===== src/rtl/alu_pkg.sv =====
// Shared constants and types for the two-pass 32-bit add/sub sequencer.
package alu_pkg;

  localparam int unsigned WORD_W = 32;
  localparam int unsigned HALF_W = 16;

  typedef enum logic [1:0] {
    ST_IDLE = 2'd0,
    ST_LO   = 2'd1,
    ST_HI   = 2'd2,
    ST_RESP = 2'd3
  } state_t;

  // Upper operand halves kept for the second pass; b_hi is already inverted for sub.
  typedef struct packed {
    logic [HALF_W-1:0] a_hi;
    logic [HALF_W-1:0] b_hi;
  } hi_op_t;

  function automatic logic signed_ovf(input logic a_msb, input logic b_msb, input logic s_msb);
    return (a_msb == b_msb) && (s_msb != a_msb);
  endfunction

endpackage


===== src/rtl/addsub_rr_arb.sv =====
// Request arbiter: round robin starting at ptr, or fixed lowest-index priority
// when ADDSUB_SEQ_PRIO_EN is defined (the ptr port is then absent).
module addsub_rr_arb #(
  parameter int unsigned NREQ = 2,
  parameter int unsigned ID_W = 1
) (
  input  logic [NREQ-1:0] req,
`ifndef ADDSUB_SEQ_PRIO_EN
  input  logic [ID_W-1:0] ptr,
`endif
  output logic [NREQ-1:0] grant,
  output logic [ID_W-1:0] id,
  output logic            any
);

  always_comb begin
    grant = '0;
    id    = '0;
    any   = 1'b0;
`ifndef ADDSUB_SEQ_PRIO_EN
    // First pass covers indices at or above the pointer; the wrap pass below finishes the ring.
    for (int unsigned i = 0; i < NREQ; i++) begin
      if (!any && req[i] && (i >= 32'(ptr))) begin
        any      = 1'b1;
        grant[i] = 1'b1;
        id       = ID_W'(i);
      end
    end
`endif
    for (int unsigned i = 0; i < NREQ; i++) begin
      if (!any && req[i]) begin
        any      = 1'b1;
        grant[i] = 1'b1;
        id       = ID_W'(i);
      end
    end
  end

endmodule


===== src/rtl/addsub32_seq_arbiter.sv =====
// Shares one external 16-bit adder among NREQ requesters, running each 32-bit
// add/sub as a low pass then a carry-chained high pass. ADDSUB_SEQ_PRIO_EN selects fixed priority.
module addsub32_seq_arbiter
  import alu_pkg::*;
#(
  parameter  int unsigned NREQ = 2,
  localparam int unsigned ID_W = (NREQ > 1) ? $clog2(NREQ) : 1
) (
  input  logic                   clk,
  input  logic                   reset_n,
  input  logic [NREQ-1:0]        req_valid,
  output logic [NREQ-1:0]        req_ready,
  input  logic [NREQ-1:0]        req_sub,
  input  logic [NREQ*WORD_W-1:0] req_a,
  input  logic [NREQ*WORD_W-1:0] req_b,
  output logic [HALF_W-1:0]      add_a,
  output logic [HALF_W-1:0]      add_b,
  output logic                   add_cin,
  input  logic [HALF_W-1:0]      add_s,
  input  logic                   add_cout,
  output logic                   rsp_valid,
  input  logic                   rsp_ready,
  output logic [ID_W-1:0]        rsp_id,
  output logic [WORD_W-1:0]      rsp_sum,
  output logic                   rsp_cout,
  output logic                   rsp_ovf
);

  state_t              state;
  hi_op_t              op;
  logic [ID_W-1:0]     op_id;
  logic [HALF_W-1:0]   sum_lo;

  logic [NREQ-1:0]     arb_req;
  logic [NREQ-1:0]     gnt;
  logic [ID_W-1:0]     gid;
  logic                any;

  logic [WORD_W-1:0]   sel_a;
  logic [WORD_W-1:0]   sel_b;
  logic                sel_sub;

  // Grants only happen in IDLE, and never while reset is asserted.
  assign arb_req   = ((state == ST_IDLE) && reset_n) ? req_valid : '0;
  assign req_ready = gnt;

`ifndef ADDSUB_SEQ_PRIO_EN
  logic [ID_W-1:0] ptr;

  always_ff @(posedge clk or negedge reset_n) begin
    if (!reset_n) begin
      ptr <= '0;
    end else if (any) begin
      ptr <= (32'(gid) == NREQ - 1) ? '0 : gid + ID_W'(1);
    end
  end
`endif

  addsub_rr_arb #(
    .NREQ (NREQ),
    .ID_W (ID_W)
  ) u_arb (
    .req   (arb_req),
`ifndef ADDSUB_SEQ_PRIO_EN
    .ptr   (ptr),
`endif
    .grant (gnt),
    .id    (gid),
    .any   (any)
  );

  // One-hot operand select for the granted requester.
  always_comb begin
    sel_a   = '0;
    sel_b   = '0;
    sel_sub = 1'b0;
    for (int unsigned i = 0; i < NREQ; i++) begin
      if (gnt[i]) begin
        sel_a   = req_a[i*WORD_W +: WORD_W];
        sel_b   = req_b[i*WORD_W +: WORD_W] ^ {WORD_W{req_sub[i]}};
        sel_sub = req_sub[i];
      end
    end
  end

  // Sequencer: adder inputs are registered one pass ahead so they are valid for the whole LO/HI cycle.
  always_ff @(posedge clk or negedge reset_n) begin
    if (!reset_n) begin
      state     <= ST_IDLE;
      op        <= '0;
      op_id     <= '0;
      sum_lo    <= '0;
      add_a     <= '0;
      add_b     <= '0;
      add_cin   <= 1'b0;
      rsp_valid <= 1'b0;
      rsp_id    <= '0;
      rsp_sum   <= '0;
      rsp_cout  <= 1'b0;
      rsp_ovf   <= 1'b0;
    end else begin
      case (state)
        ST_IDLE: begin
          if (any) begin
            op.a_hi <= sel_a[WORD_W-1:HALF_W];
            op.b_hi <= sel_b[WORD_W-1:HALF_W];
            op_id   <= gid;
            add_a   <= sel_a[HALF_W-1:0];
            add_b   <= sel_b[HALF_W-1:0];
            add_cin <= sel_sub;
            state   <= ST_LO;
          end
        end
        ST_LO: begin
          // add_cin doubles as the carry register between passes.
          sum_lo  <= add_s;
          add_a   <= op.a_hi;
          add_b   <= op.b_hi;
          add_cin <= add_cout;
          state   <= ST_HI;
        end
        ST_HI: begin
          rsp_sum   <= {add_s, sum_lo};
          rsp_cout  <= add_cout;
          rsp_ovf   <= signed_ovf(op.a_hi[HALF_W-1], op.b_hi[HALF_W-1], add_s[HALF_W-1]);
          rsp_id    <= op_id;
          rsp_valid <= 1'b1;
          add_a     <= '0;
          add_b     <= '0;
          add_cin   <= 1'b0;
          state     <= ST_RESP;
        end
        ST_RESP: begin
          if (rsp_ready) begin
            rsp_valid <= 1'b0;
            rsp_id    <= '0;
            rsp_sum   <= '0;
            rsp_cout  <= 1'b0;
            rsp_ovf   <= 1'b0;
            state     <= ST_IDLE;
          end
        end
        default: state <= ST_IDLE;
      endcase
    end
  end

endmodule


===== config.mk =====
export PLATFORM = sky130hd
export DESIGN_NAME = addsub32_seq_arbiter
export DESIGN_NICKNAME = d
export VERILOG_FILES = /design/src/rtl/alu_pkg.sv /design/src/rtl/addsub_rr_arb.sv /design/src/rtl/addsub32_seq_arbiter.sv
export SDC_FILE = /design/constraint.sdc
export NUM_CORES = 1
export LEC_CHECK = 0
export CAP_MARGIN = 20
export CORE_MARGIN = 10
export CORE_UTILIZATION = 49
export DETAILED_ROUTE_END_ITERATION = 12
export PLACE_DENSITY = 0.95
export SYNTH_ARGS = -nofsm -noshare
export SYNTH_HDL_FRONTEND = slang
export SYNTH_SLANG_ARGS = --single-unit

===== constraint.sdc =====
create_clock -name clk -period 3.1 [get_ports clk]
set_input_delay 0.465 -clock clk [delete_from_list [all_inputs] [get_ports clk]]
set_output_delay 0.465 -clock clk [all_outputs]
set_load 0.02 [all_outputs]

==> reports/qor.txt <==
Die Y: 133 um
Area Growth Syn to Fin: 46.5%
Total die area: 17,700 um2
Multi-input gate area: 2890 um2
Initial antenna violation count: 0
Hold Vio Cnt, Final: 0
Setup TNS: 0 ns
Synth async-reset ratio: 100%
CTS tree: built
Area contributors post-synth: dfrtp_1 (48%), nand2_1 (6.6%), o211ai_2 (6.0%), xor2_1 (4.7%), xnor2_1 (4.2%)
Routed Antenna Nets: 0
Die width: 133 um
Final nets: 962
Post-synthesis cell type count: 40
Vias in the first global route: 5,947
Syn Inst Count: 599
Cell taking the most area after synthesis: dfrtp_1
Tightest Hold Check Type: input port to asynchronous set/reset pin
Mean Syn Cell Area: 10.5 um2
Ant. Diodes: 0
# DRC: 0
Register bit count reported by yosys: 121
Critical path class: flop to output pin
Worst IR Drop VDD: 0.537 mV
Drt first pass iters: 6
Clk sink count: 121
Layout cells sized above 1: 13.1%
CTS Buffer Depth: 2
Routability congestion estimate: 0.857
Overall fraction of global-route tracks in use: 22.9%
H-Tree Depth: 4
Vias/cell: 5.72
Top_reg_cell synth: dfrtp_1
DR iter-0 viols: 504
Area of the core: 12,600 um2
CP endpoint kind: output pin
CP delay by family, top: buffers and inverters
Worst path arrival time: 2.42 ns
Synth warn: 0
Register area share after synthesis: 48.2%
Rel. slew slack: 33.5%
Final WL: 20.6 mm
IO Pins: 223
Cell Rows: 41
Clock slew at reported path FFs: 0.06 ns
Fmax achieved: 347 MHz
Worst Path Required: 2.63 ns
Setup crit start kind: flop
Setup Viol. Count Final: 0
Max-Cap Viols: 0
EDFF count, synth: 0
Via count: 5,660
Final Cycle Share: 93.1%
Synth Net Count: 756
Largest fanout on the critical path: 10
CP max stage cell: clkdlybuf4s50_1
CTS buffer count: 17
Share of the synthesized area in the top cell type: 48.2%
I/O Buffers: 222
Cell Area, Synth: 6280 um2
# hold bufs at CTS: 0
Status: completed
HPWL Detailed: 14.7 mm
Hold_ws: 0.138 ns
Cells along the critical path: inv_1 -> ha_2 -> and3_1 -> nand2_8 -> inv_4 -> clkdlybuf4s50_1
WL/cell: 20.9 um
Final slew viol count: 0
Sequential cell area: 3030 um2
Final Skew: 0.0145 ns
Max stage delay on crit path: 0.62 ns
Largest net degree at the start of global routing: 60
Actual slew at the worst max-slew pin: 0.995 ns
First-pass GRT wire length: 32.5 mm
CP bufs+invs: 3
Clk_lat worst skew: 0.42 ns
Clock Tree Root: clkbuf_16
Fin crit period: 2.88 ns
Unrepaired setup endpoints after global routing: false
Initial Util: 49.9%
Fillers: 824
Pwr dens: 1000 nW/um2
Overflow after GRT: 0
Leakage power: 3.98 nW
==> Yosys cell counts (7+ instances only) <==
cell,count
nand4_1,16
nand3_1,25
a21oi_1,11
nand2_1,111
o221ai_1,7
xnor2_1,30
a222oi_1,16
inv_1,19
buf_2,23
xor2_1,34
buf_6,8
nand3b_1,34
mux2_2,16
dfrtp_1,121
o211ai_2,30
o21ai_0,10
a22oi_1,33
clkbuf_1,14
==> through the flow <==
step,setup WS [ns],instances,power (mW),cell area [um2],util [%]
5_1_grt,0.0620,990,9.71,9200,73.2
2_1_floorplan,1.11,599,5.36,6280,-
4_1_cts,0.0783,990,9.25,9200,73.2
3_3_place_gp,0.455,958,6.97,8570,68.2
3_5_place_dp,0.430,958,7.12,8570,68.2
6_report,0.215,990,9.21,9200,73.2
==> per-layer routing <==
| layer | global-route usage, % | vias to the layer above | routed length, um | part of all wire, % |
|---|---|---|---|---|
| li1 | - | 2538 | - | - |
| met3 | 6.84 | 57 | 1570 | 7.6 |
| met4 | 11.2 | 0 | 803 | 3.9 |
| met1 | 26.6 | 2757 | 7980 | 39 |
| met2 | 37.8 | 308 | 10300 | 50 |
| met5 | 0 | - | 0 | 0 |
==> placed cells by master, fill, tap and decap left out, drive strengths merged, types with 16 or more instances in the layout <==
cell type	netlist	final
nand3	25	25
dfrtp	121	121
nand4	16	16
a22oi	33	33
buf	38	20
clkbuf	14	20
xor2	34	34
nand3b	34	34
clkdlybuf4s50	0	219
nand2	114	114
xnor2	30	30
o211ai	34	34
mux2	16	16
a222oi	16	16
inv	21	21
==> final cells by class <==
| type | instances | area share [%] |
|---|---|---|
| Clock buffer | 20 | 4.86 |
| Clock inverter | 12 | 1.89 |
| Inverter | 21 | 0.884 |
| Multi-Input combinational cell | 405 | 31.4 |
| Sequential cell | 121 | 32.9 |
| Tap cell | 172 | 2.34 |
| Timing Repair Buffer | 239 | 25.7 |
==> kinds of logic after synthesis <==
kind of cell | Yosys count | synth area share [%]
and+or+nand+nor | 200 | 15.9
DFF | 121 | 48.2
AOI/OAI and AO/OA | 118 | 16.8
buffers and inverters | 73 | 6.00
xor gates and xnor gates | 64 | 8.93
muxes | 18 | 3.19
adders and majority gates | 5 | 0.997
==> worst register-to-register path: stages (launching register included) <==
cell,delay (ns)
dfrtp_1,0.40
inv_1,0.13
ha_2,0.33
o211ai_4,0.12
a21oi_4,0.80
nand2b_2,0.16
buf_12,0.24
o211ai_2,0.23
==> power by group <==
part           leakage (nW)  total [mW]  switching (mW)  internal, mW
registers              1.53        2.78           0.450          2.33
clock network         0.292        2.07           0.714          1.36
logic                  2.16        4.36            2.50          1.86
total                  3.98        9.21            3.66          5.55
==> flip-flops by register name, summed over array words and instances, names as in the netlist <==
register / flops
op_id: 1
rsp_valid: 1
state: 2
rsp_sum: 32
rsp_id: 1
rsp_ovf: 1
add_cin: 1
op: 32
rsp_cout: 1
add_a: 16
add_b: 16
ptr: 1
sum_lo: 16
==> path summary, 6_finish.rpt <==
path	from	cells past startpoint	endpoint	slack, ns
max reg2reg	state[0]	7	add_a[2]	0.61
min in group clk	reset_n	3	ptr	0.38
max	state[0]	6	req_ready[0]	0.22
max in group asynchronous	reset_n	3	add_a[12]	1.85
min	reset_n	2	op[8]	0.14
min reg2reg	rsp_sum[24]	2	rsp_sum[24]	0.46
==> repair_timing <==
item | in CTS | in global routing
setup buffers | 0 | 0
setup endpoints to repair | 0 | 1
resized for setup | 0 | 1
No activity file was read; power rests on OpenSTA's default activity.
